**src/rtl/vga_timing_pipe.sv**
```systemverilog
// VGA timing generator with a LAT-deep alignment pipeline, so that sync, blank
// and upstream colour reach the DAC together. Optional colour bars switch only per frame.
module vga_timing_pipe #(
  parameter int H_ACTIVE = 640,
  parameter int H_FP     = 16,
  parameter int H_SYNC   = 96,
  parameter int H_BP     = 48,
  parameter int V_ACTIVE = 480,
  parameter int V_FP     = 10,
  parameter int V_SYNC   = 2,
  parameter int V_BP     = 33,
  parameter int HS_POL   = 0,
  parameter int VS_POL   = 0,
  parameter int LAT      = 2,
  parameter int CW       = 8
) (
  input  logic          vgaclk,
  input  logic          reset,
  input  logic          pattern_en,
  output logic          req_valid,
  output logic [9:0]    req_x,
  output logic [9:0]    req_y,
  input  logic [CW-1:0] r_in,
  input  logic [CW-1:0] g_in,
  input  logic [CW-1:0] b_in,
  output logic          frame_start,
  output logic          line_start,
  output logic          hsync,
  output logic          vsync,
  output logic          sync_b,
  output logic          blank_b,
  output logic [CW-1:0] r,
  output logic [CW-1:0] g,
  output logic [CW-1:0] b
);

  localparam int HTOT = H_ACTIVE + H_FP + H_SYNC + H_BP;
  localparam int VTOT = V_ACTIVE + V_FP + V_SYNC + V_BP;

  localparam logic [9:0] H_LAST   = 10'(HTOT - 1);
  localparam logic [9:0] V_LAST   = 10'(VTOT - 1);
  localparam logic [9:0] H_ACT    = 10'(H_ACTIVE);
  localparam logic [9:0] V_ACT    = 10'(V_ACTIVE);
  localparam logic [9:0] HS_ON    = 10'(H_ACTIVE + H_FP);
  localparam logic [9:0] HS_OFF   = 10'(H_ACTIVE + H_FP + H_SYNC);
  localparam logic [9:0] VS_ON    = 10'(V_ACTIVE + V_FP);
  localparam logic [9:0] VS_OFF   = 10'(V_ACTIVE + V_FP + V_SYNC);
  localparam logic [9:0] BAR_LAST = 10'(H_ACTIVE / 8 - 1);
  localparam logic       HS_LVL   = (HS_POL != 0);
  localparam logic       VS_LVL   = (VS_POL != 0);

  logic [9:0] hcnt, vcnt, bar_cnt;
  logic [2:0] bar_idx;
  logic       mode, sel, act, hs_i, vs_i;
  // Pipeline word: {pattern select, active, hsync, vsync, bar index}
  logic [6:0] req_word, dly_word;
  logic       sel_d, act_d, hs_d, vs_d;
  logic [2:0] idx_d;

  always_ff @(posedge vgaclk) begin
    if (reset) begin
      hcnt    <= '0;
      vcnt    <= '0;
      bar_cnt <= '0;
      bar_idx <= '0;
      mode    <= 1'b0;
    end else begin
      if (frame_start) mode <= pattern_en;
      if (hcnt == H_LAST) begin
        hcnt    <= '0;
        bar_cnt <= '0;
        bar_idx <= '0;
        vcnt    <= (vcnt == V_LAST) ? '0 : vcnt + 10'd1;
      end else begin
        hcnt <= hcnt + 10'd1;
        if (hcnt < H_ACT) begin
          if (bar_cnt == BAR_LAST) begin
            bar_cnt <= '0;
            bar_idx <= bar_idx + 3'd1;
          end else begin
            bar_cnt <= bar_cnt + 10'd1;
          end
        end
      end
    end
  end

  assign act         = ~reset & (hcnt < H_ACT) & (vcnt < V_ACT);
  assign hs_i        = (hcnt >= HS_ON) & (hcnt < HS_OFF);
  assign vs_i        = (vcnt >= VS_ON) & (vcnt < VS_OFF);
  assign req_valid   = act;
  assign req_x       = hcnt;
  assign req_y       = vcnt;
  assign line_start  = ~reset & (hcnt == '0);
  assign frame_start = line_start & (vcnt == '0);
  // The select travels with the pixel, so pixel (0,0) already uses the newly sampled mode.
  assign sel         = frame_start ? pattern_en : mode;
  assign req_word    = {sel, act, hs_i, vs_i, bar_idx};

  generate
    if (LAT == 0) begin : g_bypass
      assign dly_word = req_word;
    end else begin : g_pipe
      logic [6:0] stage [LAT];
      always_ff @(posedge vgaclk) begin
        if (reset) begin
          for (int i = 0; i < LAT; i++) stage[i] <= '0;
        end else begin
          stage[0] <= req_word;
          for (int i = 1; i < LAT; i++) stage[i] <= stage[i-1];
        end
      end
      assign dly_word = stage[LAT-1];
    end
  endgenerate

  assign {sel_d, act_d, hs_d, vs_d, idx_d} = dly_word;

  always_ff @(posedge vgaclk) begin
    if (reset) begin
      hsync   <= ~HS_LVL;
      vsync   <= ~VS_LVL;
      sync_b  <= 1'b1;
      blank_b <= 1'b0;
      r       <= '0;
      g       <= '0;
      b       <= '0;
    end else begin
      hsync   <= hs_d ? HS_LVL : ~HS_LVL;
      vsync   <= vs_d ? VS_LVL : ~VS_LVL;
      sync_b  <= ~(hs_d | vs_d);
      blank_b <= act_d;
      if (!act_d) begin
        r <= '0;
        g <= '0;
        b <= '0;
      end else if (sel_d) begin
        r <= {CW{idx_d[2]}};
        g <= {CW{idx_d[1]}};
        b <= {CW{idx_d[0]}};
      end else begin
        r <= r_in;
        g <= g_in;
        b <= b_in;
      end
    end
  end

endmodule

```
**config.mk**
```make
export PLATFORM = sky130hd
export DESIGN_NAME = vga_timing_pipe
export DESIGN_NICKNAME = d
export VERILOG_FILES = /design/src/rtl/vga_timing_pipe.sv
export SDC_FILE = /design/constraint.sdc
export NUM_CORES = 1
export LEC_CHECK = 0
export ABC_AREA = 1
export BUFFER_PORTS_ARGS = -buffer_cell sky130_fd_sc_hd__buf_2
export CORE_MARGIN = 2
export CORE_UTILIZATION = 40
export DETAILED_ROUTE_END_ITERATION = 10
export HOLD_SLACK_MARGIN = 0.08
export SYNTH_ARGS = -nofsm -noshare
export SYNTH_HDL_FRONTEND = slang
export SYNTH_SLANG_ARGS = --single-unit
```
**constraint.sdc**
```tcl
create_clock -name vgaclk -period 1.75 [get_ports vgaclk]
set_clock_uncertainty 0.15 [all_clocks]
set_input_delay 0.175 -clock vgaclk [delete_from_list [all_inputs] [get_ports vgaclk]]
set_output_delay 0.175 -clock vgaclk [all_outputs]
set_load 0.02 [all_outputs]
```
# Word-level counts from Yosys, hierarchy flattened
# Memories as Yosys holds them, arrays and structs flattened.
# Index checks and enable logic that the tools add are counted.
# word_totals
latch_bits,0
in_bits,27
rom_bits,0
word_cells,56
out_inout_bits,51
ff_bits,62
ram_bits,14
mem_count,1
# op_classes
mux,13
n_bitwise,12
order_cmp,6
shifts,0
reduce_logical,5
mul,0
div_mod_pow,0
eq_ne,3
add_sub_neg,4
# memory_table
name,words,width,read_ports,rd_clocked_by_memory_dff,write_ports,line,text
g_pipe.stage,2,7,2,0,2,104,logic [6:0] stage [LAT];
# ops
cell,count
"adder 10 x 1 -> 10 bit, second input constant",3
2-to-1 mux 8 bit,3
"equality test 10 bit, second input constant",2
logical NOT 10 bit,2
"less-than comparator 10 bit, second input constant",2
"less-than comparator 10 x 9 -> 1 bit, second input constant",2
2-to-1 mux 10 bit,2
2-to-1 mux 7 bit,2
"equality test 10 x 7 -> 1 bit, second input constant",1
"greater-or-equal comparator 10 bit, second input constant",1
"greater-or-equal comparator 10 x 9 -> 1 bit, second input constant",1
bitwise AND 1 bit,6
2-to-1 mux 1 bit,6
OR reduction 2 bit,2
"adder 3 x 1 -> 3 bit, second input constant",1
NOT 1 bit,3
bitwise OR 1 bit,3
AND reduction 2 bit,1

# Logic depth before layout (Yosys ltp)
# depth
ltp_word,5
depth_mapped,9

# Worst setup path before layout
# Ideal clock, no wire load.
# synth_timing
path_kind,flip-flop to output port
startpoint,register hcnt[9] (netlist: req_x[9])
endpoint,output req_valid
t_arrival_ns,1.358
path_stages_with_launch,4
path_slack_ns,0.067
cell_sequence,dfxtp_1 nand2_2 nand2_4 nor4_1
# synth_via
elab_chain_len,3
# synth_lines
item,line,text
start: declaration,52,"logic [9:0] hcnt, vcnt, bar_cnt;"
start signal: assignment,75,hcnt <= hcnt + 10'd1;
less-than comparator 10 bit,88,assign act = ~reset & (hcnt < H_ACT) & (vcnt < V_ACT);
bitwise AND 1 bit (2 in a row),88,
end: declaration,20,"output logic req_valid,"
# No other way between the ends.

# Worst setup path in the final report
# layout_timing
startpoint,register vcnt[0] (netlist: req_y[0])
endpoint,output frame_start
# layout_via
elab_chain_len,2
# layout_lines
item,line,text
start: declaration,52,
start signal: assignment,73,vcnt <= (vcnt == V_LAST) ? '0 : vcnt + 10'd1;
logical NOT 10 bit,95,assign frame_start = line_start & (vcnt == '0);
bitwise AND 1 bit,95,
end: declaration,26,"output logic frame_start,"
# No other way between the ends.

==> run metrics <==
Final HPWL DP about 4900 um; setup slack, reg-to-reg around 0.090 ns; fin crit period 1.74 ns; max-slew violation count 0; core area slightly below 8000 um2; H-Tree Depth 3; Vias about 3000; crit end category output port; layout cells sized above 1 35.0%; Final Core Density 58.0%; Max Cap Violations 0; actual slew at the worst max-slew pin about 0.43 ns; final WL 7720 um; Die Width between 90 and 100 um; CTS root buf clkbuf_8; Post-Syn Area roughly 3200 um2; synth unique cells 32; syn avg cell area about 7.6 um2; WS Path Type flop to output port; diodes inserted 0; RR Startpoint req_x[0]$_SDFF_PP0_; fmax 574 MHz; initial drt markers between 80 and 90; Synth Area in XOR/XNOR 1.11%; multiplexer share of the synthesized area 0%; first-pass GRT wire length 12300 um; final period utilization ~100%; worst vdd ir ~0.0004 V; r2r endpoint bar_cnt[3]$_SDFFE_PP0N_; clk_lat worst skew roughly 0.35 ns; Post-synth EDFFs 0; top layer reached by signal wires met4; arrival time worst endpoint approximately 1.4 ns; r2r worst-path depth 9; area grow syn2layout 41.2%; P_leak 2.09 nW; CP max FO 2; setup ws final around 0.0067 ns; Compound-Gate Fraction of Synth Area ~7.9%; Initial Utilization about two fifths; CTS tree done; Die Ht approximately 93 um; die area about 8600 um2; WL met2 ~3700 um; clock sinks between 70 and 80; RSZ-0062 raised after global routing yes; largest family of logic cells by synthesized area simple AND/OR/NAND/NOR gates; Post-synth ARST share 0%; clock slew at reported path FFs approximately 0.090 ns; Yosys warning count 0; CP required between 1 and 1.5 ns; Cell Rows 32; Syn Inst Count approximately 410; Metal-1 WL between 3000 and 4000 um; post-synthesis adder-cell area fraction around 2.4%; Most used DFF post-synth dfxtp_1; CTS Buf Count 9; GRT Util Overall approximately 18%; Hold Path Depth 3; largest net degree at the start of global routing 26; num ports slightly below 80; PnR Total Power between 3 and 4 mW; Hold/Removal Path Class input pin to flop; status finished, final reports clean; DR DRC count 0; routed wire length per instance ~12 um; initial antenna violation count 0; I/O Buffers a little under 80; non-filler cells, final 651; critical hold path startpoint reset; Hold Violations, Final 0; pre-CTS setup slack 0.0842 ns; final setup violation count 0; clk buf depth 2; final hold slack around 0.13 ns; RD Place Congestion ~0.84; Max-slew headroom a little under three quarters; nets 577; wire length on met3 a little over 300 um; WHS Endpoint g_pipe.stage[0][7]$_SDFF_PP0_; Final ANT Viol Nets 0; sequential area share after synthesis between 40% and 50%; critical path launch point type flop; vias in the first global route 2743; router iterations before antenna repair 5; GRT overflow 0; post-placement cell count around 600; Yosys reg bits 75; P per Cell Area around 740 nW/um2; Post-Syn Nets about 450; post-synthesis simple-gate area fraction 33.0%; Vias/cell ~4.6
[metal layers]
layer	track usage [%]	vias to the layer above
met4	6.99	0
li1	-	1572
met5	0	-
met1	22.1	1339
met3	4.39	10
met2	29.4	60
[Yosys cell counts (all sizes together), types with 2 or more instances]
cell type | number | area, um2
nand2 | 103 | 433
nor2 | 66 | 278
clkbuf | 2 | 7.51
nand3b | 2 | 15.0
buf | 6 | 35.0
o21ai | 12 | 60.1
nand4 | 8 | 50.1
nor3 | 10 | 70.1
inv | 56 | 213
nand3 | 21 | 135
xor2 | 4 | 35.0
nor4 | 4 | 25.0
dfxtp | 75 | 1500
ha | 6 | 75.1
a21oi | 35 | 183
[cell families (layout without fill, tap and decap cells)]
logic type | Yosys count | after routing
simple gates | 217 | 218
flops | 75 | 75
compound gates | 48 | 48
buf+inv | 64 | 198
xor+xnor | 4 | 4
fa+ha+maj | 6 | 6
[cell usage in the layout, fill, tap and decap left out, drive strengths merged]
| master | n |
|---|---|
| clkinvlp | 2 |
| o22ai | 1 |
| nor4 | 4 |
| xor2 | 4 |
| inv | 59 |
| nor2 | 66 |
| dfxtp | 75 |
| o21ai | 12 |
| nand3b | 2 |
| buf | 100 |
| clkinv | 2 |
| nand4 | 8 |
| a21oi | 35 |
| ha | 6 |
| nor3 | 10 |
| nor3b | 1 |
| and2 | 1 |
| nand3 | 21 |
| or2 | 1 |
| dlygate4sd3 | 26 |
| clkbuf | 9 |
| nand2 | 104 |
[worst max path at each step]
stage	startpoint	end	slack, ns	cells after the start
2_1_floorplan	req_x[9]$_SDFF_PP0_	req_valid	0.07	3
3_3_place_gp	req_x[0]$_SDFF_PP0_	bar_cnt[3]$_SDFFE_PP0N_	0.11	8
3_5_place_dp	req_x[0]$_SDFF_PP0_	bar_cnt[0]$_SDFFE_PP0N_	0.08	8
4_1_cts	req_y[1]$_SDFFE_PP0N_	frame_start	-0.03	7
5_1_grt	req_y[5]$_SDFFE_PP0N_	frame_start	-0.09	6
6_report	req_y[0]$_SDFFE_PP0N_	frame_start	0.007	7
[stage by stage]
stage	TNS, ns	area (um2)
3_5_place_dp	0	3670
6_report	0	4460
2_1_floorplan	0	3160
5_1_grt	-0.109	4460
3_3_place_gp	0	3670
4_1_cts	-0.0314	4240
[worst max-delay path: stages, from the launching register on]
cell and delay [ns]:
dfxtp_2 0.34, inv_2 0.07, ha_4 0.13, inv_2 0.04, nor2_4 0.10, nand3_4 0.09
nor3_2 0.15, buf_4 0.16
[repair_timing]
action / in CTS / in global routing
hold buffers: 26 / 0
hold endpoints to repair: 32 / 0
pin swaps: 7 / 10
buffers inserted: 6 / 11
gates cloned: 0 / 1
endpoints found under the setup margin: 3 / 15
resized for setup: 32 / 37
[power by group]
group / switching (mW) / internal (mW) / leakage, nW / total [mW]
registers: 0.0178 / 1.73 / 0.618 / 1.75
logic: 0.160 / 0.147 / 1.38 / 0.307
clock network: 0.699 / 0.534 / 0.0868 / 1.23
[state kept, by name (all words and copies together) (netlist names)]
signal	cells
b	8
r	8
req_x	10
g_pipe.stage	14
g	8
hsync	1
bar_cnt	10
req_y	10
blank_b	1
vsync	1
bar_idx	3
sync_b	1
[area by class of cell]
type	count	area, um2
clock inverters	7	58.8
inverters	56	215
well taps	102	128
clock buffers	9	124
fillers	749	3230
multi-input cells	276	1560
flip-flops and latches	75	1540
repair buffers	126	838
Note: power is estimated with default switching activity, not from simulation.
